`config.mk`:
```
export PLATFORM = sky130hd
export DESIGN_NAME = instr_fetch
export DESIGN_NICKNAME = d
export VERILOG_FILES = /design/src/rtl/ifetch_pkg.sv /design/src/rtl/instr_fetch_pc_counter.sv /design/src/rtl/instr_fetch.sv
export SDC_FILE = /design/constraint.sdc
export NUM_CORES = 1
export LEC_CHECK = 0
export CAP_MARGIN = 10
export CORE_AREA = 2 2 76 78
export DETAILED_ROUTE_END_ITERATION = 8
export DIE_AREA = 0 0 78 80
export DONT_BUFFER_PORTS = 1
export PLACE_DENSITY = 0.73
export SYNTH_ARGS = -nofsm -noshare
export SYNTH_HDL_FRONTEND = slang
export SYNTH_SLANG_ARGS = --single-unit
export TNS_END_PERCENT = 10
```
`constraint.sdc`:
```
create_clock -name clk -period 1.83 [get_ports clk]
set_input_delay 0.2745 -clock clk [delete_from_list [all_inputs] [get_ports clk]]
set_output_delay 0.2745 -clock clk [all_outputs]
set_load 0.02 [all_outputs]
```
`src/rtl/ifetch_pkg.sv`:
```
`default_nettype none
// ============================================================================
//  Module   : ifetch_pkg
//  Brief    : Shared types and default sizes for the instruction fetch stage.
//             Optional feature macro used by the fetch stage: IFETCH_BYPASS_EN
//  Revision : 1.0  initial release
// ============================================================================
package ifetch_pkg;

    // Default sizing of the fetch datapath
    localparam int PC_W_DEF     = 12;
    localparam int INSTR_W_DEF  = 19;
    localparam int RESET_PC_DEF = 0;

    // Fetch FSM states
    typedef enum logic [1:0] {
        REQ    = 2'd0,
        HOLD   = 2'd1,
        HALTED = 2'd2
    } state_t;

endpackage
`default_nettype wire

```
`src/rtl/instr_fetch_pc_counter.sv`:
```
`default_nettype none
// ============================================================================
//  Module   : pc_counter
//  Brief    : Program counter register with load (redirect) and increment.
//             Load wins over increment; increment wraps at 2^PC_W.
//  Revision : 1.0  initial release
// ============================================================================
module pc_counter
    import ifetch_pkg::*;
#(
    parameter int PC_W     = PC_W_DEF,
    parameter int RESET_PC = RESET_PC_DEF
) (
    input  logic            clk,
    input  logic            rst,
    input  logic            inc,
    input  logic            load,
    input  logic [PC_W-1:0] load_val,
    output logic [PC_W-1:0] pc
);

    // PC update: redirect target first, then sequential advance
    always_ff @(posedge clk or negedge rst) begin
        if (!rst) begin
            pc <= PC_W'(RESET_PC);
        end else if (load) begin
            pc <= load_val;
        end else if (inc) begin
            pc <= pc + PC_W'(1);
        end
    end

endmodule
`default_nettype wire

```
`src/rtl/instr_fetch.sv`:
```
`default_nettype none
// ============================================================================
//  Module   : instr_fetch
//  Brief    : Fetch stage feeding the instruction register. Issues req/ack
//             reads at the PC, buffers one returned word and hands it to
//             decode with a load strobe. Handles redirect with squash of an
//             in-flight read, and a halt state.
//             Optional macro IFETCH_BYPASS_EN: forward an acked word straight
//             to the instruction register when decode is ready that cycle.
//  Revision : 1.0  initial release
// ============================================================================
module instr_fetch
    import ifetch_pkg::*;
#(
    parameter int PC_W     = PC_W_DEF,
    parameter int INSTR_W  = INSTR_W_DEF,
    parameter int RESET_PC = RESET_PC_DEF
) (
    input  logic               clk,
    input  logic               rst,
    output logic               mem_req,
    output logic [PC_W-1:0]    mem_addr,
    input  logic               mem_ack,
    input  logic [INSTR_W-1:0] mem_rdata,
    input  logic               dec_ready,
    output logic               ir_ld,
    output logic [INSTR_W-1:0] ir_d,
    output logic [PC_W-1:0]    ir_pc,
    input  logic               redirect,
    input  logic [PC_W-1:0]    redirect_pc,
    input  logic               halt,
    output logic               halted
);

    state_t             state;
    // REQ is split into an issue cycle (req_pending=0, halt sampled there)
    // and the outstanding phase (req_pending=1, mem_req high until ack).
    logic               req_pending;
    logic               squash;
    // Address of the outstanding request; frozen even if the PC is redirected
    logic [PC_W-1:0]    req_addr;
    logic [PC_W-1:0]    hold_pc;
    logic [INSTR_W-1:0] hold_reg;

    logic [PC_W-1:0]    pc;
    logic [PC_W-1:0]    next_fetch_pc;
    logic               hold_ld;
    logic               bypass_ld;

    // Where the next request goes: a same-cycle redirect wins over the PC
    assign next_fetch_pc = redirect ? redirect_pc : pc;

    assign mem_req  = (state == REQ) && req_pending;
    assign mem_addr = mem_req ? req_addr : pc;
    assign halted   = (state == HALTED);

    // Buffered word goes to decode unless a redirect kills it this cycle
    assign hold_ld  = (state == HOLD) && dec_ready && !redirect;

`ifdef IFETCH_BYPASS_EN
    // Acked, non-squashed word forwarded in the same cycle when decode is ready
    assign bypass_ld = mem_req && mem_ack && !squash && !redirect && dec_ready;
    assign ir_d      = bypass_ld ? mem_rdata : hold_reg;
    assign ir_pc     = bypass_ld ? req_addr  : hold_pc;
`else
    assign bypass_ld = 1'b0;
    assign ir_d      = hold_reg;
    assign ir_pc     = hold_pc;
`endif

    assign ir_ld = hold_ld | bypass_ld;

    pc_counter #(
        .PC_W     (PC_W),
        .RESET_PC (RESET_PC)
    ) u_pc (
        .clk      (clk),
        .rst      (rst),
        .inc      (ir_ld),
        .load     (redirect),
        .load_val (redirect_pc),
        .pc       (pc)
    );

    // Fetch FSM: request handshake, squash tracking, buffer and halt control
    always_ff @(posedge clk or negedge rst) begin
        if (!rst) begin
            state       <= REQ;
            req_pending <= 1'b0;
            squash      <= 1'b0;
            req_addr    <= PC_W'(RESET_PC);
            hold_pc     <= '0;
            hold_reg    <= '0;
        end else begin
            case (state)
                REQ: begin
                    if (!req_pending) begin
                        // Issue cycle: acks here belong to no request and are ignored
                        if (redirect || !halt) begin
                            req_pending <= 1'b1;
                            req_addr    <= next_fetch_pc;
                        end else begin
                            state <= HALTED;
                        end
                    end else if (mem_ack) begin
                        if (redirect || squash) begin
                            // Stale word dropped; re-issue at once at the live PC
                            squash   <= 1'b0;
                            req_addr <= next_fetch_pc;
                        end else if (bypass_ld) begin
                            req_pending <= 1'b0;
                            if (halt) begin
                                state <= HALTED;
                            end
                        end else begin
                            req_pending <= 1'b0;
                            hold_reg    <= mem_rdata;
                            hold_pc     <= req_addr;
                            state       <= HOLD;
                        end
                    end else if (redirect) begin
                        // Request must run to its ack; mark its data as dead
                        squash <= 1'b1;
                    end
                end
                HOLD: begin
                    if (redirect) begin
                        state <= REQ;
                    end else if (dec_ready) begin
                        state <= halt ? HALTED : REQ;
                    end
                end
                HALTED: begin
                    if (redirect || !halt) begin
                        state <= REQ;
                    end
                end
                default: begin
                    state       <= REQ;
                    req_pending <= 1'b0;
                    squash      <= 1'b0;
                end
            endcase
        end
    end

endmodule
`default_nettype wire

```
==> metrics.csv <==
metric;value;unit
maximum fanout along the worst path;6;
unrepaired setup endpoints after global routing;true;
number of filler cells placed in the layout;414;
Slew Limit Fails;0;
FFs w/ async S/R, synth;100;%
vias per cell;5.46;
number of global-route vias before repair;1887;
post-layout util;64.8;%
Mean Syn Cell Area;11.7;µm²
count leader, synth;dfrtp_1;
DR WL/cell;16.8;µm
yosys warns;0;
Pleak;1.52;nW
Primary FF master, synth;dfrtp_1;
Post-DP HPWL;3.96;mm
Fmax;526;MHz
largest area contributor in the netlist;dfrtp_1;
Final GP Congestion;0.852;
cts bufs inserted;9;
Pre-antenna DRT Iters;4;
root buffer selected by CTS;clkbuf_8;
die extent in y;80;µm
post-route ant nets;0;
routed wire length;5.88;mm
Initial Util;53.3;%
Worst EP required;1.56;ns
P per Cell Area;1790;nW/µm²
Overall Global Routing Usage;20.1;%
first-pass GRT wire length;9.45;mm
pre-CTS setup slack;0.0819;ns
site row count;27;
post-synth top area share;51.2;%
Die Width;78;µm
First DRT Iteration DRCs;135;
Worst-path clk slew;0.07;ns
Worst setup EP type;primary output;
CP Data Arrival Time;1.63;ns
Setup crit start kind;flip-flop;
H-Tree Depth;3;
Synth cell types;37;
Final nets;314;
Post-synth EDFFs;0;
Clk Latency, worst-skew pair;0.33;ns
slew margin rel.;80.1;%
multi-input logic area;1350;µm²
largest net degree at the start of global routing;60;
status;finished, violations left;
max-cap viol count;0;
CTS tree;yes;
synth top area cells;dfrtp_1 51%, mux2_2 14%, o21ai_0 5.9%;
antenna violations before repair;0;
peak supply drop;905;µV
# IOs;83;
GRT overflow;0;
Crit Path Class;reg2out;
Setup Skew;0.00856;ns
Final period util;104;%
failing checks;negative setup slack;
final setup vio count;12;
Synth Register Bits;59;
Mapped Cells;247;
dpl cell area;3060;µm²
clock buffer depth;2;
Sinks on Clock Net;59;
die area;6240;µm²
Final Hold Vio Count;0;
Port Buffer Count;0;
post-route design area;3500;µm²
worst slew pin tran;0.296;ns
most common library cells after synthesis;59 x dfrtp_1, 35 x mux2_2, 34 x o21ai_0;
Synth Net Count;288;
Hold Crit Class;in2reg;
Placeable Area;5410;µm²
Antenna Diode Count;0;
register area;1480;µm²
share of post-route cells with drive strength above 1;41.7;%
min Tclk post-route;1.90;ns
Seq/Total Area, Yosys;51.2;%
synthesis-to-layout area growth;21.5;%
DR vias;1911;
Mapped Area;2880;µm²
final worst setup slack;-0.0725;ns
DRC Markers;0;
state kept, by name, indices dropped and copies added, names as in the netlist:
register and count:
state 2, ir_d 19, squash 1, req_addr 12, req_pending 1, ir_pc 12, u_pc.pc 12
cells by family (layout without fill, tap and decap cells):
| kind of cell | after synthesis | after routing | share of synthesized area [%] |
|---|---|---|---|
| DFF | 59 | 59 | 51.2 |
| buffers and inverters | 28 | 59 | 4.86 |
| muxes | 47 | 47 | 19.5 |
| AOI/OAI and AO/OA | 43 | 43 | 8.47 |
| xor gates and xnor gates | 11 | 11 | 3.34 |
| adders and majority gates | 4 | 4 | 1.74 |
| and+or+nand+nor | 55 | 55 | 10.9 |
power breakdown:
part | internal [W] | switching, W | leakage (nW)
registers | 0.00185 | 0.000853 | 0.725
logic | 0.00136 | 0.00106 | 0.696
clock network | 0.000667 | 0.000480 | 0.0947
total | 0.00388 | 0.00240 | 1.52
worst max-delay path: stages, from the launching register on:
cell       delay [ns]
dfrtp_1          0.39
inv_2            0.09
ha_4             0.15
and2_4           0.22
clkbuf_16        0.17
nand2_2          0.04
o21ai_1          0.07
buf_4            0.16
final cells by class:
cell class | instances | share of cell area [%]
clock inverters | 2 | 1.00
multi-input cells | 160 | 38.5
well taps | 72 | 2.57
flip-flops and latches | 59 | 42.2
inverters | 16 | 1.71
repair buffers | 27 | 9.65
clock buffers | 14 | 4.36
path summary, 6_finish.rpt:
kind	startpoint	end	slack, ns	cells after the start
max in group asynchronous	rst	ir_d[13]	1.11	2
setup / recovery	state[1]	mem_addr[8]	-0.07	7
setup reg to reg	state[0]	state[0]	0.01	7
hold / removal	redirect	u_pc.pc[10]	0.04	1
min in group asynchronous	rst	req_addr[8]	0.49	2
hold reg to reg	req_addr[11]	req_addr[11]	0.52	1
repair_timing:
| item | CTS | global route |
|---|---|---|
| hold buffers | 2 | 0 |
| setup endpoints to repair | 14 | 16 |
| endpoints found under the hold margin | 59 | 0 |
| resized for setup | 30 | 21 |
| cloned | 1 | 1 |
| setup buffers | 3 | 2 |
| pin swaps | 1 | 2 |
placed cells by master (no fill, tap or decap), types with 2 or more instances in the layout:
cell type	n
nand2_2	10
o21ai_1	3
o21ai_0	22
nor3_4	2
clkbuf_8	10
nor4_2	3
nor2b_1	2
inv_2	2
nand2b_1	2
nor2_1	2
inv_1	14
buf_4	10
xnor2_1	10
buf_16	2
o21ai_2	10
nand2_1	19
buf_12	3
clkbuf_1	4
nand3_1	4
buf_6	10
ha_1	3
mux2_1	2
dfrtp_1	59
mux2_4	9
mux2_2	35
nor3_1	3
routing by layer:
metal / GRT usage, % / wire [µm] / vias to the layer above
li1: - / - / 910
met1: 26.4 / 2630 / 909
met2: 29.2 / 2690 / 81
met3: 7.47 / 437 / 11
met4: 9.82 / 129 / 0
met5: 0 / 0 / -
metrics by stage:
stage          TNS [ns]  total power (W)  hold slack, ns  instances
3_5_place_dp          0          0.00465         -0.0200        325
4_1_cts           -1.00          0.00610          0.0188        347
3_3_place_gp          0          0.00456         -0.0199        325
2_1_floorplan     -1.12          0.00407         -0.0211        247
5_1_grt           -1.64          0.00664          0.0105        350
6_report         -0.498          0.00628          0.0418        350
No activity file was read; power rests on OpenSTA's default activity.
